File: config.mk
export PLATFORM = sky130hd
export DESIGN_NAME = spi_master_burst
export DESIGN_NICKNAME = d
export VERILOG_FILES = /design/src/rtl/spi_pkg.sv /design/src/rtl/spi_clk_div.sv /design/src/rtl/spi_master_burst.sv
export SDC_FILE = /design/constraint.sdc
export NUM_CORES = 1
export LEC_CHECK = 0
export CAP_MARGIN = 25
export CORE_MARGIN = 1
export CORE_UTILIZATION = 55
export CTS_BUF_LIST = sky130_fd_sc_hd__clkbuf_2 sky130_fd_sc_hd__clkbuf_4 sky130_fd_sc_hd__clkbuf_8
export DETAILED_ROUTE_END_ITERATION = 10
export MAX_ROUTING_LAYER = met4
export PLACE_DENSITY = 0.89
export SLEW_MARGIN = 20
export SYNTH_ARGS = -nofsm -noshare
export SYNTH_HDL_FRONTEND = slang
export SYNTH_SLANG_ARGS = --single-unit
File: constraint.sdc
create_clock -name clk_i -period 2 [get_ports clk_i]
set_clock_uncertainty 0.1 [all_clocks]
set_input_delay 0.2 -clock clk_i [delete_from_list [all_inputs] [get_ports clk_i]]
set_output_delay 0.2 -clock clk_i [all_outputs]
set_load 0.01 [all_outputs]
File: src/rtl/spi_pkg.sv
// Shared types and default constants for the burst SPI master and its
// half-period timer.
package spi_pkg;

  localparam int DEF_DATA_W = 8;
  localparam int DEF_DIV_W  = 8;
  localparam int DEF_CNT_W  = 10;
  localparam int DEF_N_CS   = 2;

  typedef enum logic [2:0] {
    ST_IDLE,
    ST_LOAD,
    ST_SETUP,
    ST_SHIFT,
    ST_STORE,
    ST_HOLD
  } spi_state_t;

  // Bit 1 is CPOL, bit 0 is CPHA.
  typedef enum logic [1:0] {
    SPI_MODE0 = 2'b00,
    SPI_MODE1 = 2'b01,
    SPI_MODE2 = 2'b10,
    SPI_MODE3 = 2'b11
  } spi_mode_t;

  function automatic int sel_width(input int n);
    return (n > 1) ? $clog2(n) : 1;
  endfunction

endpackage

File: src/rtl/spi_clk_div.sv
// Half-period timer: reloads div_i while disabled, then ticks once every
// div_i+1 enabled cycles.
module spi_clk_div
  import spi_pkg::*;
#(
  parameter int DIV_W = DEF_DIV_W
) (
  input  logic             clk_i,
  input  logic             rst_ni,
  input  logic             en_i,
  input  logic [DIV_W-1:0] div_i,
  output logic             tick_o
);

  logic [DIV_W-1:0] r_cnt;

  assign tick_o = en_i && (r_cnt == '0);

  always_ff @(posedge clk_i or negedge rst_ni) begin
    if (!rst_ni) begin
      r_cnt <= '0;
    end else if (!en_i || tick_o) begin
      r_cnt <= div_i;
    end else begin
      r_cnt <= r_cnt - DIV_W'(1);
    end
  end

endmodule

File: src/rtl/spi_master_burst.sv
// SPI master that streams n_tx_end_i+1 words under one chip select, reading
// transmit words by index and writing each received word back by index.
module spi_master_burst
  import spi_pkg::*;
#(
  parameter  int DATA_W = DEF_DATA_W,
  parameter  int DIV_W  = DEF_DIV_W,
  parameter  int CNT_W  = DEF_CNT_W,
  parameter  int N_CS   = DEF_N_CS,
  localparam int SEL_W  = sel_width(N_CS)
) (
  input  logic              clk_i,
  input  logic              rst_ni,
  input  logic              start_i,
  input  logic              cpol_i,
  input  logic              cpha_i,
  input  logic [DIV_W-1:0]  div_i,
  input  logic [SEL_W-1:0]  cs_sel_i,
  input  logic [CNT_W-1:0]  n_tx_end_i,
  input  logic              all_1s_i,
  input  logic              all_0s_i,
  input  logic [DATA_W-1:0] tx_data_i,
  input  logic              miso_i,
  output logic              sclk_o,
  output logic              mosi_o,
  output logic [N_CS-1:0]   cs_n_o,
  output logic [CNT_W-1:0]  tx_addr_o,
  output logic [CNT_W-1:0]  rx_addr_o,
  output logic [DATA_W-1:0] rx_data_o,
  output logic              rx_we_o,
  output logic              busy_o,
  output logic              done_o
);

  localparam int EDGE_W = $clog2(2 * DATA_W) + 1;
  localparam logic [EDGE_W-1:0] LAST_EDGE = EDGE_W'(2 * DATA_W - 1);

  spi_state_t        r_state;
  spi_mode_t         r_mode;
  logic [DIV_W-1:0]  r_div;
  logic [SEL_W-1:0]  r_sel;
  logic [CNT_W-1:0]  r_n_end, r_idx, r_rx_addr;
  logic              r_all1, r_all0;
  logic [DATA_W-1:0] r_tx_sh, r_rx_sh, r_rx_data;
  logic [EDGE_W-1:0] r_edge;
  logic [N_CS-1:0]   r_cs_n;
  logic              r_sclk, r_mosi, r_we, r_busy, r_done;

  logic [N_CS-1:0]   w_cs_dec;
  logic              w_div_en, w_tick, w_cpha, w_sample, w_force, w_next_bit;

  // An out-of-range select matches no line, so every chip select stays high.
  for (genvar gi = 0; gi < N_CS; gi++) begin : g_cs_dec
    assign w_cs_dec[gi] = (r_sel != SEL_W'(gi));
  end

  assign w_div_en   = (r_state == ST_SETUP) || (r_state == ST_SHIFT) || (r_state == ST_HOLD);
  assign w_cpha     = r_mode[0];
  // Even edge counts are leading edges; CPHA picks which kind samples.
  assign w_sample   = ~r_edge[0] ^ w_cpha;
  assign w_force    = r_all1 | r_all0;
  assign w_next_bit = w_cpha ? r_tx_sh[DATA_W-1] : r_tx_sh[DATA_W-2];

  spi_clk_div #(
    .DIV_W (DIV_W)
  ) u_clk_div (
    .clk_i  (clk_i),
    .rst_ni (rst_ni),
    .en_i   (w_div_en),
    .div_i  (r_div),
    .tick_o (w_tick)
  );

  always_ff @(posedge clk_i or negedge rst_ni) begin
    if (!rst_ni) begin
      r_state   <= ST_IDLE;
      r_mode    <= SPI_MODE0;
      r_div     <= '0;
      r_sel     <= '0;
      r_n_end   <= '0;
      r_idx     <= '0;
      r_rx_addr <= '0;
      r_all1    <= 1'b0;
      r_all0    <= 1'b0;
      r_tx_sh   <= '0;
      r_rx_sh   <= '0;
      r_rx_data <= '0;
      r_edge    <= '0;
      r_cs_n    <= '1;
      r_sclk    <= 1'b0;
      r_mosi    <= 1'b0;
      r_we      <= 1'b0;
      r_busy    <= 1'b0;
      r_done    <= 1'b0;
    end else begin
      r_we   <= 1'b0;
      r_done <= 1'b0;
      case (r_state)
        ST_IDLE: begin
          if (start_i) begin
            r_mode  <= spi_mode_t'({cpol_i, cpha_i});
            r_div   <= div_i;
            r_sel   <= cs_sel_i;
            r_n_end <= n_tx_end_i;
            r_all1  <= all_1s_i;
            r_all0  <= all_0s_i;
            r_idx   <= '0;
            r_sclk  <= cpol_i;
            r_busy  <= 1'b1;
            r_state <= ST_LOAD;
          end
        end
        ST_LOAD: begin
          r_tx_sh <= tx_data_i;
          r_mosi  <= w_force ? r_all1 : tx_data_i[DATA_W-1];
          r_cs_n  <= w_cs_dec;
          r_sclk  <= r_mode[1];
          r_edge  <= '0;
          r_state <= ST_SETUP;
        end
        ST_SETUP: begin
          if (w_tick) r_state <= ST_SHIFT;
        end
        ST_SHIFT: begin
          if (w_tick) begin
            r_sclk <= ~r_sclk;
            r_edge <= r_edge + EDGE_W'(1);
            if (w_sample) begin
              r_rx_sh <= {r_rx_sh[DATA_W-2:0], miso_i};
            end else begin
              r_tx_sh <= r_tx_sh << 1;
              r_mosi  <= w_force ? r_all1 : w_next_bit;
            end
            if (r_edge == LAST_EDGE) r_state <= ST_STORE;
          end
        end
        ST_STORE: begin
          r_rx_data <= r_rx_sh;
          r_rx_addr <= r_idx;
          r_we      <= 1'b1;
          // Compare before incrementing so a full-range burst never wraps.
          if (r_idx == r_n_end) begin
            r_state <= ST_HOLD;
          end else begin
            r_idx   <= r_idx + CNT_W'(1);
            r_state <= ST_LOAD;
          end
        end
        ST_HOLD: begin
          if (w_tick) begin
            r_cs_n  <= '1;
            r_done  <= 1'b1;
            r_busy  <= 1'b0;
            r_state <= ST_IDLE;
          end
        end
        default: r_state <= ST_IDLE;
      endcase
    end
  end

  assign sclk_o    = r_sclk;
  assign mosi_o    = r_mosi;
  assign cs_n_o    = r_cs_n;
  assign tx_addr_o = r_idx;
  assign rx_addr_o = r_rx_addr;
  assign rx_data_o = r_rx_data;
  assign rx_we_o   = r_we;
  assign busy_o    = r_busy;
  assign done_o    = r_done;

endmodule

==> flow_metrics.py <==
metrics = {
    "synth": {
        "ys.flop_type": "dfrtp_1",
        "synth_compound_area_share_pct": 9.897,
        "synth-simple-area-share_pct": 15.90,
        "syn_area_mm2": 0.004146,
        "synth.mux.area_fraction_pct": 11.59,
        "synth-seq-cells": 90,
        "synth-xor-area-share_pct": 3.380,
        "synth-adder-area-share_pct": 1.509,
        "synth_edf_count": 0,
        "synthesis.nets": 424,
        "syn_inst": 384,
        "synth_top_family_by_area": "simple AND/OR/NAND/NOR gates",
        "yosys_warnings": 0,
        "seq_area_frac_synth_pct": 54.38,
        "synth_cell_types": 49,
        "async_reset_ff_share_pct": 100.0,
        "synth.avg_cell_area_um2": 10.80,
    },
    "worst_setup_path": {
        "worstPathRequired_ps": 2150,
        "cp-start-kind": "flop",
        "endpoint_kind": "flop",
        "max_stage_delay_ps": 460,
        "path_max_fanout": 8,
        "ff2ff_path_depth": 5,
        "worstPathArrival_ps": 2040,
        "crit_chain": "nor4_4 > nand3_4 > nor2_2 > nand2_2 > mux2_2",
        "crit_slowest_cell": "dfrtp_1",
        "critical_path_class": "flop to flop",
    },
    "power": {
        "power_frac_clock_pct": 26.2,
        "leakagePower_nw": 2.438,
        "p_sw_share_pct": 30.70,
        "comb_power_share_pct": 23.6,
        "powerDensity_mw_per_mm2": 886.4,
        "totalPowerFinal_w": 0.004675,
        "p_int_w": 0.003240,
        "p_seq_share_pct": 50.2,
        "power.switching_w": 0.001435,
        "ir_drop_uv": 604.7,
    },
    "cts": {
        "h-tree-depth": 3,
        "clk_path_buf_depth": 2,
        "cts_root_buf": "clkbuf_8",
        "cts_made_buffers": 9,
        "cts_tree": "yes",
        "cts.sinks": 90,
        "clock_latency_ps": 360,
        "clkSlewWorstSetupHoldPaths_ps": 90,
    },
    "detailed_routing": {
        "vias": 3176,
        "drtAntennaViolNets": 0,
        "wl_per_cell_um": 15.39,
        "drc": 0,
        "drtPass1Iterations": 4,
        "first_iter_violations": 192,
        "vias_per_cell": 5.543,
        "wl_um": 8818,
    },
    "die": {
        "die_w_um": 88.83,
        "num_io_pins": 70,
        "coreArea_mm2": 0.007253,
        "die_y_um": 88.83,
        "start_util_pct": 57.17,
        "num_rows": 31,
        "die-area_mm2": 0.007890,
    },
    "sta": {
        "drv_slew": 0,
        "fmax_ghz": 0.5278,
        "rsz0062_at_grt": "no",
        "worstMarginPinSlew_ps": 499.7,
        "relSlewSlack_pct": 66.69,
        "final_hold_viol_count": 0,
        "period_needed_ps": 1895,
        "finalCritPeriodShare_pct": 94.74,
        "setup_violations": 0,
        "finalSetupTns_ps": 0,
    },
    "flow_run": {
        "cap_violations": 0,
    },
    "cells_and_area": {
        "final_core_util_pct": 72.71,
        "fillers": 490,
        "regArea_mm2": 0.002255,
        "area_growth_pct": 27.19,
        "diodes": 0,
        "nNetsFinal": 509,
        "layout-drive-gt1-share_pct": 17.30,
        "fin_area_mm2": 0.005274,
        "multi_input_area_mm2": 0.001769,
    },
    "global_route": {
        "grt_use_total_pct": 25.62,
        "grt_max_degree": 40,
        "antenna_found_initial": 0,
        "grt_first_pass_wirelength_um": 14750,
        "grt_pass1_vias": 3185,
        "overflow": 0,
    },
    "min_path": {
        "hold_class": "primary input to async pin",
    },
    "placement": {
        "placed_cell_area_mm2": 0.005061,
        "port_buffers": 69,
        "gp_routability_congestion": 0.8061,
        "hpwl_um": 6214,
    },
    "outcome": {
        "status": "finished, final reports clean",
    },
}
[repair_timing]
action | 4_1_cts | 5_1_grt
buffers inserted | 0 | 0
endpoints found under the setup margin | 2 | 9
hold endpoints to repair | 35 | 0
gates resized for setup | 1 | 2
hold buffers | 1 | 0
[state kept, by name, summed over array words and instances, names as in the netlist]
signal,count
r_tx_sh,8
done_o,1
rx_addr_o,10
u_clk_div.r_cnt,8
sclk_o,1
r_rx_sh,8
cs_n_o,2
r_n_end,10
r_state,3
r_mode,2
r_sel,1
r_div,8
busy_o,1
mosi_o,1
r_edge,5
r_all0,1
rx_data_o,8
tx_addr_o,10
r_all1,1
rx_we_o,1
[synthesized netlist by cell type (2+ instances only)]
cell,number,area [µm²]
xor2_1,2,17.52
nand2_1,74,277.8
and3_1,10,62.56
xnor2_1,14,122.6
o21bai_1,3,22.52
dfstp_2,2,52.55
nor4_1,2,12.51
nor2_2,2,12.51
nor2_1,22,82.58
a221o_1,4,40.04
o21ai_0,8,40.04
mux2i_1,12,120.1
inv_1,9,33.78
nor3b_1,2,15.01
ha_1,5,62.56
a32o_1,3,30.03
nor3_1,2,10.01
buf_2,9,45.04
a31oi_1,8,50.05
a211o_1,2,17.52
dfrtp_1,88,2202
o22ai_1,2,12.51
nand2b_1,8,50.05
mux2_1,2,22.52
clkbuf_1,6,22.52
a22o_1,2,17.52
buf_6,2,22.52
nand3_1,6,30.03
nor2b_1,4,25.02
a21oi_1,19,95.09
nand4_1,3,18.77
mux2_2,30,337.8
[power groups by stage]
stage / Sequential (W) / Combinational (W) / Clock (W)
floorplan: 0.00234 / 0.000722 / 0
global placement: 0.00235 / 0.00103 / 0
detailed placement: 0.00238 / 0.00109 / 0
CTS: 0.00234 / 0.00111 / 0.00124
global route: 0.00238 / 0.00122 / 0.00132
finish: 0.00235 / 0.00110 / 0.00123
[metal layers]
metal | up-vias | global-route usage [%] | routed length [µm]
met2 | 90 | 41.05 | 4506
met4 | 0 | 9.238 | 116
met5 | - | - | 0
met3 | 12 | 4.478 | 401
met1 | 1582 | 32.94 | 3794
li1 | 1492 | - | -
[layout make-up]
cell class              instances  area share (%)
clock buffers                   9           2.349
clock inverters                 7           1.305
inverters                      10          0.7117
multi-input cells             265           33.55
flip-flops and latches         90           42.75
well taps                      99           2.349
repair buffers                 93           16.99
[placed cells by master (no fill, tap or decap), drive strengths merged, types with 4 or more instances in the layout]
master          n
inv            10
ha              5
a21oi          20
buf            24
xnor2          14
clkdlybuf4s50  68
dfrtp          88
nor2b           4
a31oi           8
nand3           7
clkinv          4
nand2b          8
and3           10
mux2           32
a221o           4
clkbuf          9
nand2          75
mux2i          12
nor2           24
o21ai           9
[worst max-delay path: cells and delay by family (launching register included)]
family	cells	cell delay (ps)
multiplexers	1	330
AND/OR/NAND/NOR	4	890
flip-flops	1	460
[through the flow]
stage	cells	hold WS, ps	setup slack (ps)
after floorplan	384	-195.6	168.3
after global placement	556	93.27	131.2
after detailed placement	556	104.0	6.993
after CTS	573	254.1	90.50
after global routing	573	295.1	11.72
final	573	250.1	105.3
[final timing paths]
path                                    start      endpoint  slack, ps
min                                    rst_ni  rx_data_o[5]        250
min reg2reg                             r_sel     cs_n_o[1]        350
max                        u_clk_div.r_cnt[3]    r_rx_sh[3]        110
max reg2reg                u_clk_div.r_cnt[3]    r_rx_sh[3]        110
max in group asynchronous              rst_ni    r_n_end[6]        930
min in group clk_i                   div_i[0]      r_div[0]        310
[cell families (layout without fill, tap and decap cells)]
| kind of cell | count (synthesis) | after routing |
|---|---|---|
| AO/OA/AOI/OAI | 60 | 60 |
| XOR/XNOR | 16 | 16 |
| adder cells (fa/ha/maj) | 5 | 5 |
| buffers and inverters | 29 | 119 |
| flip-flops | 90 | 90 |
| multiplexers | 44 | 44 |
| AND/OR/NAND/NOR | 140 | 140 |
No activity file was read; power rests on OpenSTA's default activity.
